**src/rtl/asp_sched_pkg.sv**
```systemverilog
// Shared encodings for the ASP request scheduler: issue opcodes (the same
// values the control unit decodes) and the two arbitration phases.
package asp_sched_pkg;

  localparam logic [1:0] OP_NOP = 2'b00;
  localparam logic [1:0] OP_TXE = 2'b01;
  localparam logic [1:0] OP_RXD = 2'b10;
  localparam logic [1:0] OP_ACK = 2'b11;

  localparam logic [0:0] PH_HOST = 1'b0;
  localparam logic [0:0] PH_NET  = 1'b1;

  // 16-bit counter step that sticks at all-ones instead of wrapping.
  function automatic logic [15:0] sat_inc16(input logic [15:0] val);
    return (val == 16'hFFFF) ? val : val + 16'd1;
  endfunction

endpackage

```
**src/rtl/asp_req_fifo.sv**
```systemverilog
// Small synchronous request FIFO. Pointers carry one extra wrap bit so that
// full and empty are distinguished without a separate counter. Pushes into a
// full FIFO and pops from an empty one are ignored.
module asp_req_fifo
  import asp_sched_pkg::*;
#(
  parameter int width = 33,
  parameter int depth = 4
) (
  input  logic             clk,
  input  logic             reset,
  input  logic             push,
  input  logic             pop,
  input  logic [width-1:0] din,
  output logic [width-1:0] dout,
  output logic             full,
  output logic             empty
);

  localparam int aw = $clog2(depth);
  localparam logic [aw:0] ptr_one = (aw+1)'(1);

  logic [width-1:0] mem [depth];
  logic [aw:0]      wr_ptr;
  logic [aw:0]      rd_ptr;
  logic             do_push;
  logic             do_pop;

  assign full    = (wr_ptr[aw] != rd_ptr[aw]) && (wr_ptr[aw-1:0] == rd_ptr[aw-1:0]);
  assign empty   = (wr_ptr == rd_ptr);
  assign do_push = push && !full;
  assign do_pop  = pop && !empty;
  assign dout    = mem[rd_ptr[aw-1:0]];

  // Pointer advance; reset drops every queued entry.
  always_ff @(posedge clk or posedge reset) begin
    if (reset) begin
      wr_ptr <= '0;
      rd_ptr <= '0;
    end else begin
      if (do_push) wr_ptr <= wr_ptr + ptr_one;
      if (do_pop)  rd_ptr <= rd_ptr + ptr_one;
    end
  end

  // Storage write; contents need no reset since the pointers gate visibility.
  always_ff @(posedge clk) begin
    if (do_push) mem[wr_ptr[aw-1:0]] <= din;
  end

endmodule

```
**src/rtl/asp_request_scheduler.sv**
```systemverilog
// ASP front-end request scheduler. Queues host TXE and network RXD requests,
// holds one pending network ACK, and each unstalled cycle loads one operation
// into a registered issue slot: ACK first, then burst-limited round-robin
// between host and network so neither side can starve the other.
// Optional build macro ASP_SCHED_STATS_EN adds saturating grant/stall counters.
module asp_request_scheduler
  import asp_sched_pkg::*;
#(
  parameter int data_size  = 32,
  parameter int tag_size   = 8,
  parameter int fifo_depth = 4,
  parameter int max_burst  = 4
) (
  input  logic                          clk,
  input  logic                          reset,
  input  logic                          host_valid,
  input  logic [data_size:0]            host_dpp,
  output logic                          host_ready,
  input  logic                          net_valid,
  input  logic [data_size+tag_size-1:0] net_ndt,
  output logic                          net_ready,
  input  logic                          net_ack,
  input  logic                          pipe_stall,
  output logic                          issue_valid,
  output logic [1:0]                    issue_opcode,
  output logic [data_size:0]            issue_dpp,
  output logic [data_size+tag_size-1:0] issue_ndt,
  output logic                          ack_overflow
`ifdef ASP_SCHED_STATS_EN
  ,
  output logic [15:0]                   stat_host_grants,
  output logic [15:0]                   stat_net_grants,
  output logic [15:0]                   stat_acks,
  output logic [15:0]                   stat_stall_cycles
`endif
);

  localparam int bw = $clog2(max_burst + 1);
  localparam logic [bw-1:0] burst_max = bw'(max_burst);
  localparam logic [bw-1:0] burst_one = bw'(1);

  logic                          host_full, host_empty, net_full, net_empty;
  logic [data_size:0]            host_dout;
  logic [data_size+tag_size-1:0] net_dout;
  logic                          host_pop, net_pop, ack_take;
  logic                          cur_ne, oth_ne;
  logic [1:0]                    sel_op;
  logic [0:0]                    phase, phase_nxt;
  logic [bw-1:0]                 burst, burst_nxt;
  logic                          ack_pending;

  assign host_ready = !host_full;
  assign net_ready  = !net_full;

  asp_req_fifo #(.width(data_size + 1), .depth(fifo_depth)) u_host_fifo (
    .clk   (clk),
    .reset (reset),
    .push  (host_valid && host_ready),
    .pop   (host_pop),
    .din   (host_dpp),
    .dout  (host_dout),
    .full  (host_full),
    .empty (host_empty)
  );

  asp_req_fifo #(.width(data_size + tag_size), .depth(fifo_depth)) u_net_fifo (
    .clk   (clk),
    .reset (reset),
    .push  (net_valid && net_ready),
    .pop   (net_pop),
    .din   (net_ndt),
    .dout  (net_dout),
    .full  (net_full),
    .empty (net_empty)
  );

  assign cur_ne = (phase == PH_HOST) ? !host_empty : !net_empty;
  assign oth_ne = (phase == PH_HOST) ? !net_empty  : !host_empty;

  // Arbitration: pending ACK, then current side within its burst budget
  // (or unopposed), then switch to the other side with a fresh burst.
  always_comb begin
    sel_op    = OP_NOP;
    ack_take  = 1'b0;
    phase_nxt = phase;
    burst_nxt = burst;
    if (!pipe_stall) begin
      if (ack_pending) begin
        sel_op   = OP_ACK;
        ack_take = 1'b1;
      end else if (cur_ne && ((burst < burst_max) || !oth_ne)) begin
        sel_op    = (phase == PH_HOST) ? OP_TXE : OP_RXD;
        burst_nxt = (burst < burst_max) ? burst + burst_one : burst_max;
      end else if (oth_ne) begin
        sel_op    = (phase == PH_HOST) ? OP_RXD : OP_TXE;
        phase_nxt = ~phase;
        burst_nxt = burst_one;
      end
    end
  end

  assign host_pop = (sel_op == OP_TXE);
  assign net_pop  = (sel_op == OP_RXD);

  // Issue slot and arbitration state; everything holds while stalled.
  always_ff @(posedge clk or posedge reset) begin
    if (reset) begin
      issue_valid  <= 1'b0;
      issue_opcode <= OP_NOP;
      issue_dpp    <= '0;
      issue_ndt    <= '0;
      phase        <= PH_HOST;
      burst        <= '0;
    end else if (!pipe_stall) begin
      issue_valid  <= (sel_op != OP_NOP);
      issue_opcode <= sel_op;
      issue_dpp    <= host_pop ? host_dout : '0;
      issue_ndt    <= net_pop ? net_dout : '0;
      phase        <= phase_nxt;
      burst        <= burst_nxt;
    end
  end

  // A new ACK always wins over the one being consumed this cycle, so a
  // back-to-back ACK is kept for the next eligible slot rather than lost.
  always_ff @(posedge clk or posedge reset) begin
    if (reset) begin
      ack_pending  <= 1'b0;
      ack_overflow <= 1'b0;
    end else begin
      ack_pending  <= net_ack || (ack_pending && !ack_take);
      ack_overflow <= ack_overflow || (net_ack && ack_pending && !ack_take);
    end
  end

`ifdef ASP_SCHED_STATS_EN
  // Saturating activity counters for grants and stalled cycles.
  always_ff @(posedge clk or posedge reset) begin
    if (reset) begin
      stat_host_grants  <= '0;
      stat_net_grants   <= '0;
      stat_acks         <= '0;
      stat_stall_cycles <= '0;
    end else begin
      if (sel_op == OP_TXE) stat_host_grants  <= sat_inc16(stat_host_grants);
      if (sel_op == OP_RXD) stat_net_grants   <= sat_inc16(stat_net_grants);
      if (sel_op == OP_ACK) stat_acks         <= sat_inc16(stat_acks);
      if (pipe_stall)       stat_stall_cycles <= sat_inc16(stat_stall_cycles);
    end
  end
`endif

endmodule

```
**config.mk**
```make
export PLATFORM = sky130hd
export DESIGN_NAME = asp_request_scheduler
export DESIGN_NICKNAME = d
export VERILOG_FILES = /design/src/rtl/asp_sched_pkg.sv /design/src/rtl/asp_req_fifo.sv /design/src/rtl/asp_request_scheduler.sv
export SDC_FILE = /design/constraint.sdc
export NUM_CORES = 1
export LEC_CHECK = 0
export ABC_AREA = 0
export BUFFER_PORTS_ARGS = -buffer_cell sky130_fd_sc_hd__buf_2
export CAP_MARGIN = 20
export CORE_UTILIZATION = 55
export DETAILED_ROUTE_END_ITERATION = 8
export PLACE_DENSITY_LB_ADDON = 0.25
export SETUP_SLACK_MARGIN = 0.2
export SYNTH_ARGS = -nofsm -noshare
export SYNTH_HDL_FRONTEND = slang
export SYNTH_SLANG_ARGS = --single-unit
```
**constraint.sdc**
```tcl
create_clock -name clk -period 6.3 [get_ports clk]
set_input_delay 0.63 -clock clk [delete_from_list [all_inputs] [get_ports clk]]
set_output_delay 0.63 -clock clk [all_outputs]
set_load 0.005 [all_outputs]
```
==> summary.txt <==
Global route
  – Initial antenna violation count: 3
  – First-pass GRT wire length: just over 40000 um
  – Grt ovf: 0
  – Vias in the first global route: just over 7000
  – Largest net degree at the start of global routing: 81
  – Total GRT Usage: 0.204

Clock tree
  – CTS tree: yes
  – H-Tree Depth: 2
  – Post-CTS resize count: 0
  – Clock root buffer: clkbuf_16
  – CTS sink count: 386
  – Clk slew on worst S/H paths: approximately 0.060 ns
  – CTS Buf Count: 38
  – Worst-Skew Late Latency: about 0.51 ns
  – Post-CTS Hold Buffers: 0
  – Post-CTS Setup Repair Bufs: 0
  – CTS Buffer Depth: 3

Pwr
  – Power per Cell Area: ~470 mW/mm^2
  – Total Power: approximately 8 mW
  – P_leak: 6.32 nW
  – Peak VDD IR: 0.269 mV

Route
  – Antenna viol nets, final: 0
  – Routed WL per cell: 22.2 um
  – Initial DRT Pass Iterations: 6
  – DRC violations left: 0
  – Vias: 6910
  – Initial DRC count: ~590
  – WL final: 26400 um
  – Routed vias/inst: between 5 and 6

Logic synthesis
  – Cells after Synth: around 670
  – Syn Nets: 757
  – Yosys cell types: 39
  – Area leader, netlist: edfxtp_1
  – Post-Syn Area: 0.0143 mm^2
  – #FFs+latches synth: between 300 and 400
  – Post-synthesis average cell area: 21.5 um^2
  – Yosys warns: 0
  – Top cells by area, synth: edfxtp_1 61%, dfrtp_1 16%, mux4_2 11%
  – Seq/Total Area, Yosys: 0.776
  – Area share of the leading cell type in the synthesized netlist: 0.612

Timing
  – Max Clock Skew: ~0.016 ns
  – Setup Viol. Count Final: 0
  – Worst-Margin Slew: around 1.1 ns
  – Crit share post-route: 0.512
  – Worst Hold Slack: between 0.08 and 0.09 ns
  – Max Fclk: 310 MHz
  – Setup TNS after final layout: 0 ns
  – Final hold vios: 0
  – Slew headroom: 0.253
  – RSZ-0062 raised after global routing: false
  – Final min period: between 3 and 4 ns
  – Final Slew Violations: 0

Layout
  – Finished Core Util: 0.655
  – Fill cells: between 1500 and 2000
  – Nets: a little over 900
  – Post-route cell area: between 0.015 and 0.02 mm^2
  – Area Overhead vs Synth: 16.0%
  – Share of layout cells above drive strength 1: 0.370

Run
  – Total of max-cap violations: 0

Floorplanning
  – Placeable Area: around 0.025 mm^2
  – Die X: between 150 and 200 um
  – Row count: slightly below 60
  – Die H: 163 um
  – Initial Util: 0.564
  – # IOs: 158
  – DIE AREA: between 0.02 and 0.03 mm^2

Worst setup path
  – Crit path launch type: flip-flop
  – CP Max Fanout: 43
  – Critical path class: reg2reg
  – Critical path endpoint category: flip-flop
  – R2R setup slack: ~3.1 ns
  – Worst EP required: 6.42 ns
  – Crit path DAT: roughly 3.3 ns

Min path
  – Hold Crit Class: in2async

Place
  – Placed inst area: approximately 0.015 mm^2
  – Post-DP HPWL: 15400 um
  – GP Congestion: ~0.78
  – Port bufs: ~160

Outcome
  – Status: finished, final reports clean
[area by class of cell]
class,instances,area (um^2),share of cell area
inverters,7,28.8,0.00173
well taps,330,413,0.0248
clock inverters,21,213,0.0128
diodes,3,7.51,0.000452
clock buffers,47,1040,0.0623
repair buffers,162,851,0.0512
flip-flops and latches,386,11100,0.669
multi-input cells,233,2950,0.177
[state kept, by name, indices dropped and copies added (netlist names)]
register and cells:
u_net_fifo.rd_ptr 3, u_host_fifo.wr_ptr 3, issue_ndt 40, u_host_fifo.mem 132
issue_opcode 2, phase 1, ack_overflow 1, u_net_fifo.wr_ptr 3
burst 3, ack_pending 1, issue_valid 1, u_net_fifo.mem 160
u_host_fifo.rd_ptr 3, issue_dpp 33
[placed cells by master, fill, tap and decap left out, types with 2 or more instances in the layout]
master,instances
mux4_2,73
clkinv_2,13
clkbuf_8,3
nor2b_1,2
edfxtp_1,292
ha_1,11
buf_4,4
diode_2,3
dfrtp_2,3
a21boi_1,2
buf_2,156
xor2_1,9
a21oi_1,8
or3_1,2
dfrtp_1,90
clkbuf_1,5
o21ai_0,5
clkbuf_16,39
a32oi_1,3
and2_2,8
clkinvlp_4,2
nor3_1,2
buf_12,2
xnor2_1,5
nand2_1,9
inv_1,6
nor2_1,5
bufinv_16,4
a22o_1,73
[cells in the mapped netlist, drive strengths merged]
library cell / number
inv: 7
clkbuf: 21
o22ai: 1
buf: 20
nand4: 1
a31o: 1
or3: 2
nor2: 5
a21boi: 2
nor2b: 2
a221o: 1
xnor2: 5
a22o: 73
a32o: 1
xor2: 10
a21o: 1
and3: 1
nand2: 10
nand3b: 1
edfxtp: 292
mux2i: 1
o22a: 1
and2: 8
mux4: 73
ha: 11
o211a: 1
mux2: 2
or2: 1
dfrtp: 94
a32oi: 3
nor3: 2
o21ai: 5
a21oi: 8
[routing by layer]
| layer | vias to the layer above | track usage | share of wire |
|---|---|---|---|
| met5 | - | 0 | 0 |
| met4 | 0 | 0.0607 | 0.019 |
| met3 | 37 | 0.0404 | 0.052 |
| met2 | 205 | 0.333 | 0.50 |
| met1 | 3618 | 0.282 | 0.43 |
| li1 | 3050 | - | - |
[report_power, final]
part	total (mW)	internal, mW	switching, mW
clock	2.23	1.33	0.898
sequential	3.87	3.43	0.441
combinational	1.74	0.903	0.840
[worst max-delay path, stage by stage, from the launching register on]
cell	delay [ns]
dfrtp_2	1.07
xor2_1	0.26
nor2_1	0.10
a21boi_1	0.38
and2_2	0.97
[metrics by stage]
| stage | instances | worst slack [ns] |
|---|---|---|
| 5_1_grt | 1187 | 2.86 |
| 2_1_floorplan | 667 | 3.22 |
| 4_1_cts | 1184 | 3.05 |
| 3_3_place_gp | 1116 | 3.18 |
| 6_report | 1189 | 3.08 |
| 3_5_place_dp | 1116 | 3.06 |
[cell families (layout without fill, tap and decap cells)]
kind of cell,after synthesis,count (layout),synth area share
flops,386,386,0.776
compound gates,98,98,0.0563
mux,76,76,0.117
buf+inv,48,237,0.0191
simple gates,33,33,0.0122
xor+xnor,15,15,0.00969
fa+ha+maj,11,11,0.00960
other cells,0,3,0
[worst paths after layout]
kind                                                  start  depth (start not counted)                               end
min reg2reg                          ack_overflow$_DFF_PP0_                          1            ack_overflow$_DFF_PP0_
min in group clk                                    net_ack                          2             ack_pending$_DFF_PP0_
max                        u_net_fifo.rd_ptr[1]$_DFFE_PP0P_                          4    u_net_fifo.mem[0][1]$_DFFE_PP_
max in group asynchronous                             reset                          3  u_net_fifo.rd_ptr[0]$_DFFE_PP0P_
max reg2reg                u_net_fifo.rd_ptr[1]$_DFFE_PP0P_                          4    u_net_fifo.mem[0][1]$_DFFE_PP_
min                                                   reset                          2          issue_dpp[4]$_DFFE_PP0N_
Note: power is estimated with default switching activity, not from simulation.
